**src/rtl/mbist_march_ctrl.sv**
```systemverilog
// mbist_march_ctrl: March C- memory built-in self-test controller with 2-cycle read compare pipeline
module mbist_march_ctrl #(
    parameter int DATA_WIDTH = 8,
    parameter int ADDR_WIDTH = 4,
    parameter int CAPACITY   = 16
) (
    input  logic                  clk,
    input  logic                  rst,
    input  logic                  start,
    output logic                  mem_write_read,
    output logic [ADDR_WIDTH-1:0] mem_address,
    output logic [DATA_WIDTH-1:0] mem_wdata,
    input  logic [DATA_WIDTH-1:0] mem_rdata,
    output logic                  busy,
    output logic                  done,
    output logic                  fail,
    output logic [ADDR_WIDTH-1:0] fail_addr,
    output logic [DATA_WIDTH-1:0] fail_data,
    output logic [2:0]            fail_element
);
    typedef enum logic [2:0] {IDLE, PRE, RUN, DRAIN, DONE} state_t;
    localparam logic [ADDR_WIDTH-1:0] LAST = ADDR_WIDTH'(CAPACITY - 1);

    state_t                state_q, state_d;
    logic [2:0]            elem_q, elem_d;
    logic [ADDR_WIDTH-1:0] addr_q, addr_d;
    logic                  op_q, op_d;
    logic                  drain_q, drain_d;
    logic                  fail_q, fail_d;
    logic [ADDR_WIDTH-1:0] fail_addr_q, fail_addr_d;
    logic [DATA_WIDTH-1:0] fail_data_q, fail_data_d;
    logic [2:0]            fail_elem_q, fail_elem_d;
    logic                  p1_v_q, p1_exp_q, p2_v_q, p2_exp_q;
    logic [ADDR_WIDTH-1:0] p1_addr_q, p2_addr_q;
    logic [2:0]            p1_elem_q, p2_elem_q;
    logic                  wr, last_op, down, last_addr, mismatch, wbg;
    logic [DATA_WIDTH-1:0] p2_word;

    assign wr        = (elem_q == 3'd0) || (op_q && elem_q != 3'd5);
    assign last_op   = (elem_q == 3'd0) || (elem_q == 3'd5) || op_q;
    assign down      = (elem_q == 3'd3) || (elem_q == 3'd4);
    assign last_addr = down ? (addr_q == '0) : (addr_q == LAST);
    assign p2_word   = {DATA_WIDTH{p2_exp_q}};
    assign mismatch  = p2_v_q && !fail_q && (mem_rdata != p2_word);
    // write data leads the write by a cycle, so it follows the element of the next operation
    assign wbg       = (state_q == PRE || state_q == RUN) && (elem_d == 3'd1 || elem_d == 3'd3);

    assign mem_write_read = (state_q == RUN) && wr;
    assign mem_address    = addr_q;
    assign mem_wdata      = {DATA_WIDTH{wbg}};
    assign busy           = state_q inside {PRE, RUN, DRAIN};
    assign done           = state_q == DONE;
    assign fail           = fail_q;
    assign fail_addr      = fail_addr_q;
    assign fail_data      = fail_data_q;
    assign fail_element   = fail_elem_q;

    // sequencing of states, march position and first-mismatch capture
    always_comb begin
        state_d     = state_q;
        elem_d      = elem_q;
        addr_d      = addr_q;
        op_d        = op_q;
        drain_d     = drain_q;
        fail_d      = fail_q;
        fail_addr_d = fail_addr_q;
        fail_data_d = fail_data_q;
        fail_elem_d = fail_elem_q;
        case (state_q)
            IDLE, DONE: begin
                if (start) begin
                    state_d     = PRE;
                    elem_d      = '0;
                    addr_d      = '0;
                    op_d        = 1'b0;
                    fail_d      = 1'b0;
                    fail_addr_d = '0;
                    fail_data_d = '0;
                    fail_elem_d = '0;
                end
            end
            PRE: state_d = RUN;
            RUN: begin
                drain_d = 1'b0;
                if (!last_op) begin
                    op_d = 1'b1;
                end else begin
                    op_d = 1'b0;
                    if (!last_addr) begin
                        addr_d = down ? addr_q - ADDR_WIDTH'(1) : addr_q + ADDR_WIDTH'(1);
                    end else begin
                        elem_d  = (elem_q == 3'd5) ? 3'd0 : elem_q + 3'd1;
                        addr_d  = (elem_q == 3'd2 || elem_q == 3'd3) ? LAST : '0;
                        state_d = (elem_q == 3'd5) ? DRAIN : RUN;
                    end
                end
            end
            DRAIN: begin
                drain_d = 1'b1;
                state_d = drain_q ? DONE : DRAIN;
            end
            default: state_d = IDLE;
        endcase
        if (mismatch) begin
            fail_d      = 1'b1;
            fail_addr_d = p2_addr_q;
            fail_data_d = mem_rdata ^ p2_word;
            fail_elem_d = p2_elem_q;
            if (state_q == RUN) begin
                state_d = DRAIN;
                drain_d = 1'b0;
            end
        end
    end

    // state registers and the 2-deep read compare pipeline
    always_ff @(posedge clk) begin
        if (rst) begin
            state_q     <= IDLE;
            elem_q      <= '0;
            addr_q      <= '0;
            op_q        <= 1'b0;
            drain_q     <= 1'b0;
            fail_q      <= 1'b0;
            fail_addr_q <= '0;
            fail_data_q <= '0;
            fail_elem_q <= '0;
            p1_v_q      <= 1'b0;
            p1_exp_q    <= 1'b0;
            p1_addr_q   <= '0;
            p1_elem_q   <= '0;
            p2_v_q      <= 1'b0;
            p2_exp_q    <= 1'b0;
            p2_addr_q   <= '0;
            p2_elem_q   <= '0;
        end else begin
            state_q     <= state_d;
            elem_q      <= elem_d;
            addr_q      <= addr_d;
            op_q        <= op_d;
            drain_q     <= drain_d;
            fail_q      <= fail_d;
            fail_addr_q <= fail_addr_d;
            fail_data_q <= fail_data_d;
            fail_elem_q <= fail_elem_d;
            p1_v_q      <= (state_q == RUN) && !wr;
            p1_exp_q    <= (elem_q == 3'd2) || (elem_q == 3'd4);
            p1_addr_q   <= addr_q;
            p1_elem_q   <= elem_q;
            p2_v_q      <= p1_v_q;
            p2_exp_q    <= p1_exp_q;
            p2_addr_q   <= p1_addr_q;
            p2_elem_q   <= p1_elem_q;
        end
    end
endmodule

```
**config.mk**
```make
export PLATFORM = sky130hd
export DESIGN_NAME = mbist_march_ctrl
export DESIGN_NICKNAME = d
export VERILOG_FILES = /design/src/rtl/mbist_march_ctrl.sv
export SDC_FILE = /design/constraint.sdc
export NUM_CORES = 1
export LEC_CHECK = 0
export ABC_AREA = 1
export BUFFER_PORTS_ARGS = -buffer_cell sky130_fd_sc_hd__buf_2
export CORE_MARGIN = 10
export CORE_UTILIZATION = 59
export DETAILED_ROUTE_END_ITERATION = 8
export PLACE_DENSITY = 0.89
export REMOVE_ABC_BUFFERS = 1
export SKIP_LAST_GASP = 1
export SYNTH_ARGS = -nofsm -noshare
export SYNTH_HDL_FRONTEND = slang
export SYNTH_SLANG_ARGS = --single-unit
```
**constraint.sdc**
```tcl
create_clock -name clk -period 4 [get_ports clk]
set_input_delay 0.2 -clock clk [delete_from_list [all_inputs] [get_ports clk]]
set_output_delay 0.2 -clock clk [all_outputs]
set_load 0.005 [all_outputs]
```
# Yosys cells after proc, flatten, opt, wreduce, memory -nomap -nowiden
# Cells that the tools add are included.
[word_totals]
elab_cells = 99
out_inout_bits = 31
regBits = 46
[op_classes]
reduce_logical = 27
muxes = 36
n_addsub = 3
n_eq_ne = 15
n_bitwise = 1
[op_table]
columns = ["op", "n"]
rows = [
  ["$mux W3", 13],
  ["$mux W4", 7],
  ["$mux W8", 3],
  ["$eq A3 B2 Y1 const B", 5],
  ["$pmux W3 S4", 1],
  ["$eq A3 B3 Y1 const B", 3],
  ["$logic_or A1 B1 Y1", 8],
  ["$mux W1", 8],
  ["$ne A8 B8 Y1", 1],
  ["$pmux W4 S2", 1],
  ["$xor A8 B8 Y8", 1],
  ["$eq A3 B1 Y1 const B", 2],
  ["$logic_and A1 B1 Y1", 6],
  ["$logic_not A3 Y1", 2],
  ["$pmux W3 S2", 1],
  ["$reduce_bool A2 Y1", 3],
  ["$add A4 B1 Y4 const B", 1],
  ["$eq A4 B4 Y1 const B", 1],
  ["$logic_not A4 Y1", 1],
  ["$ne A2 B2 Y1 const B", 2],
  ["$pmux W1 S2", 2],
  ["$reduce_and A2 Y1", 2],
  ["$sub A4 B1 Y4 const B", 1],
  ["$add A3 B1 Y3 const B", 1],
  ["other kinds (5)", 6],
]

# Depth between registers and ports, before layout
[depth]
ltp_word = 9
ltp_mapped = 12

# Least setup slack after synthesis
# OpenSTA, ideal clock, no wires.
[synth_timing]
path_kind = "register -> output"
from = "register elem_q[0]"
to = "output mem_wdata[0]"
t_required_ns = 3.800
slack_ns = 2.239
arrival_time_ns = 1.561
path_stages_with_launch = 13
path_cell_list = "dfxtp_1 buf_2 nor2_1 nand2_1 nand2_2 nand2_1 nand2_2 nand3_1 nand3_1 nand2_1 inv_1 nor2_1 buf_4"
[synth_via]
elab_chain_len = 9
[synth_lines]
columns = ["element", "line", "rtl"]
rows = [
  ["start: declaration", "25", "logic [2:0] elem_q, elem_d;"],
  ["start signal: assignment", "138", "elem_q <= elem_d;"],
  ["branches (longest 5 deep; another with $add A3 B1 Y3)", "n/a", ""],
  ["$pmux W3 S2 *", "69", "case (state_q)"],
  ["$eq A3 B1 Y1 / $eq A3 B2 Y1 (equally long branches)", "46", "assign wbg = (state_q == PRE || state_q == RUN) && (elem_d == 3'd1 || elem_d == 3'd3);"],
  ["$logic_or A1 B1 Y1 *", "46", ""],
  ["$logic_and A1 B1 Y1 *", "46", ""],
  ["end: declaration", "12", "output logic [DATA_WIDTH-1:0] mem_wdata,"],
]
# Mark *: on every way between the ends.

# Final worst setup path
[layout_timing]
from = "register state_q[1]"
to = "output mem_wdata[0]"
[layout_via]
elab_chain_len = 6
[layout_lines]
columns = ["element", "line", "rtl"]
rows = [
  ["start: declaration", "24", "state_t state_q, state_d;"],
  ["start signal: assignment", "137", "state_q <= state_d;"],
  ["$eq A3 B3 Y1 / $logic_not A3 Y1 (equally long branches)", "69", ""],
  ["$reduce_or A2 Y1", "69", ""],
  ["$pmux W3 S2", "69", ""],
  ["$eq A3 B1 Y1 / $eq A3 B2 Y1 (equally long branches)", "46", ""],
  ["$logic_or A1 B1 Y1", "46", ""],
  ["$logic_and A1 B1 Y1 *", "46", ""],
]
# Every way passes the cells marked *; elsewhere a longest branch is shown, timed or not.

==> reports/metrics.cfg <==
[worst_setup_path]
cpPeakStageDelay_ps=520
cp-startpoint=state_q[1]
r2r_start=p2_exp_q
arrival_ps=2320
critPathBufInv=2
cpMostUsedCell=nand2_1
cp-end-kind=output pin
worstPathMaxFanout=18
path_depth=8
r2r_end=fail_element[1]
path_cells=nor2_1, nand2_1, nand2_1, inv_1, nand2_1, nand4_1, nor2_1, buf_2
cp-start-kind=flip-flop
cpMaxStageDelayCell=nand2_1
crit_type=reg2out
crit_family=simple AND/OR/NAND/NOR gates
worstRegToRegCells=7
rrSetupSlack_ps=2130
crit_end=mem_wdata[0]
crit_required_ps=3800

[flow_run]
maxCapViolations=0

[power_and_ir_drop]
leakagePower_nw=1.16
max-vdd-ir-drop_uv=246
power_density_nw_per_um2=348

[floorplan]
start_util=0.611
die_w_um=81.6
die_y_um=81.6
row_count=22
die_area_sq_um=6650
ios=42
fp.coreArea_sq_um=3660

[clocking]
cts_buffers=5
clk_pin_slew_ps=80
postCtsSetupRepairBufs=0
cts-htree-levels=2
cts-root-buf=clkbuf_8
post_cts_resized=0
clock_path_buffers=2
cts.sinks=46
postCtsHoldBufs=0
cts_tree=built
clock_latency_ps=300

[synth]
synth_cells=296
yosysUniqueCellTypes=28
syn_area_sq_um=2240
syn_avg_cell_area_sq_um=7.55
yosysSeqAreaShare=0.412
ys_ff_latch=46
yosys_warnings=0

[global_route]
grt_use_met3=0.0502
grt_pass1_wl_mm=8.11
met1_usage=0.173
track_usage=0.150
grt_pass1_vias=1858
met2_usage=0.254
antenna_found_initial=0
grt_max_degree=42
busiest_layer=met2
grt.overflow.total=0

[timing]
fmax_ghz=0.396
final.setup_skew_ps=6.20
fin_crit_sh=0.631
setup_viol=0
period_needed_ps=2520
maxSlewViolCount=0
max_slew_margin=0.450
fin_tns_setup_ps=0
rsz0062_at_grt=false
finalHoldViolCount=0
worst_pin_slew_ps=823

[routing]
wl_per_cell_um=12.4
drt_iter0_drc=112
num_vias=1941
antenna_left=0
viasPerCell=5.16
first_pass_iters=4
drcViolationCount=0
wirelength_mm=4.67

[placement]
post-dp-hpwl_mm=3.48
gp_congestion=0.859
io_buffers=41
post-place-cells=368

[layout]
fin_nets=342
drive_above_1_share=0.226
layoutNonFillerInstCount=376
diodes=0
fillers=320
area_delta_synth_final_pct=11.6

[run_status]
status=completed

[min_path]
hold_path.class=in2reg

## Yosys cell counts
cell,n,area [sq um]
a21oi_2,9,78.8
nor3_1,1,5.00
xnor2_2,1,16.3
a21boi_0,1,7.51
buf_1,2,7.51
a21o_1,1,7.51
buf_6,1,11.3
xnor2_1,8,70.1
clkbuf_1,2,7.51
nand2_4,1,11.3
ha_1,3,37.5
nand2_2,3,18.8
nor2_1,46,173
o21bai_1,1,7.51
inv_1,40,150
buf_2,4,20.0
inv_2,1,3.75
fa_1,1,20.0
o21ai_0,6,30.0
nand2_1,48,180
nand3_1,31,155
buf_12,1,20.0
nand3_2,9,90.1
dfxtp_1,46,921
nand4_1,3,18.8
nand3b_1,7,52.6
a21oi_1,11,55.1
buf_4,8,60.1
## where the power goes
part	switching [mW]	internal [mW]
Sequential	0.00294	0.462
Clock	0.157	0.186
Combinational	0.0413	0.0188
Total	0.201	0.666
## kinds of logic after synthesis
family | share of synthesized area
AND/OR/NAND/NOR | 0.315
buffers and inverters | 0.125
flip-flops | 0.412
AO/OA/AOI/OAI | 0.0834
XOR/XNOR | 0.0386
adder cells (fa/ha/maj) | 0.0257
## flip-flops by register name, summed over array words and instances (netlist names), named ones only
signal / cells
p2_v_q: 1
fail: 1
elem_q: 2
fail_element: 3
drain_q: 1
fail_addr: 4
p1_addr_q: 4
p1_v_q: 1
mem_address: 4
op_q: 1
p2_elem_q: 3
state_q: 3
fail_data: 8
p1_exp_q: 1
p2_addr_q: 4
p2_exp_q: 1
p1_elem_q: 3
## area by class of cell
class / instances / area (sq um) / area share
inverter: 41 / 154 / 0.0617
clock inverter: 3 / 45.0 / 0.0180
clock buffer: 5 / 68.8 / 0.0276
timing repair buffer: 42 / 213 / 0.0852
tap: 48 / 60.1 / 0.0241
sequential: 46 / 921 / 0.369
multi-input combinational: 191 / 1030 / 0.415
## through the flow
stage | util | hold slack [ps] | worst slack, ps | power (mW) | instance area [sq um]
after CTS | 0.682 | 214 | 1430 | 0.877 | 2500
final | 0.682 | 232 | 1480 | 0.868 | 2500
after detailed placement | 0.651 | 396 | 1770 | 0.536 | 2380
after global routing | 0.682 | 275 | 1150 | 0.905 | 2500
after floorplan | - | 262 | 2010 | 0.511 | 2110
after global placement | 0.651 | 389 | 1900 | 0.534 | 2380
## routing by layer
layer / part of all wire / up-vias
met3: 0.086 / 2
li1: - / 983
met5: 0 / -
met4: 0.0024 / 0
met1: 0.43 / 891
met2: 0.48 / 65
## cell usage in the layout (no fill, tap or decap)
cell type | netlist | layout
nor3_1 | 1 | 1
a21o_1 | 1 | 1
a21oi_2 | 9 | 9
xnor2_2 | 1 | 1
nand2_2 | 3 | 3
buf_4 | 8 | 1
o21bai_1 | 1 | 1
o21ai_0 | 6 | 6
fa_1 | 1 | 1
nand3_1 | 31 | 31
xnor2_1 | 8 | 8
nand3b_1 | 7 | 7
nand3_2 | 9 | 9
inv_2 | 1 | 1
nand2_1 | 48 | 48
clkbuf_8 | 0 | 5
ha_1 | 3 | 3
clkinvlp_4 | 0 | 2
nand2_4 | 1 | 1
nor2_1 | 46 | 46
buf_2 | 4 | 41
bufinv_16 | 0 | 1
nand4_1 | 3 | 3
inv_1 | 40 | 40
dfxtp_1 | 46 | 46
a21oi_1 | 11 | 11
a21boi_0 | 1 | 1
## worst register-to-register path, delay by kind of cell (launching register included)
family	cells	cell delay (ps)
AO/OA/AOI/OAI	1	160
XOR/XNOR	1	210
flip-flops	1	640
AND/OR/NAND/NOR	5	790
## worst min-delay path by stage
stage	startpoint	to	slack (ps)	cells past startpoint
final	start	state_q[2]	230	4
after floorplan	rst	fail_addr[0]	260	1
after global placement	p1_exp_q	p2_exp_q	390	2
after global routing	start	state_q[2]	280	4
after detailed placement	p1_addr_q[0]	p2_addr_q[0]	400	2
after CTS	start	state_q[2]	210	4
(Power assumes the default switching activity.)
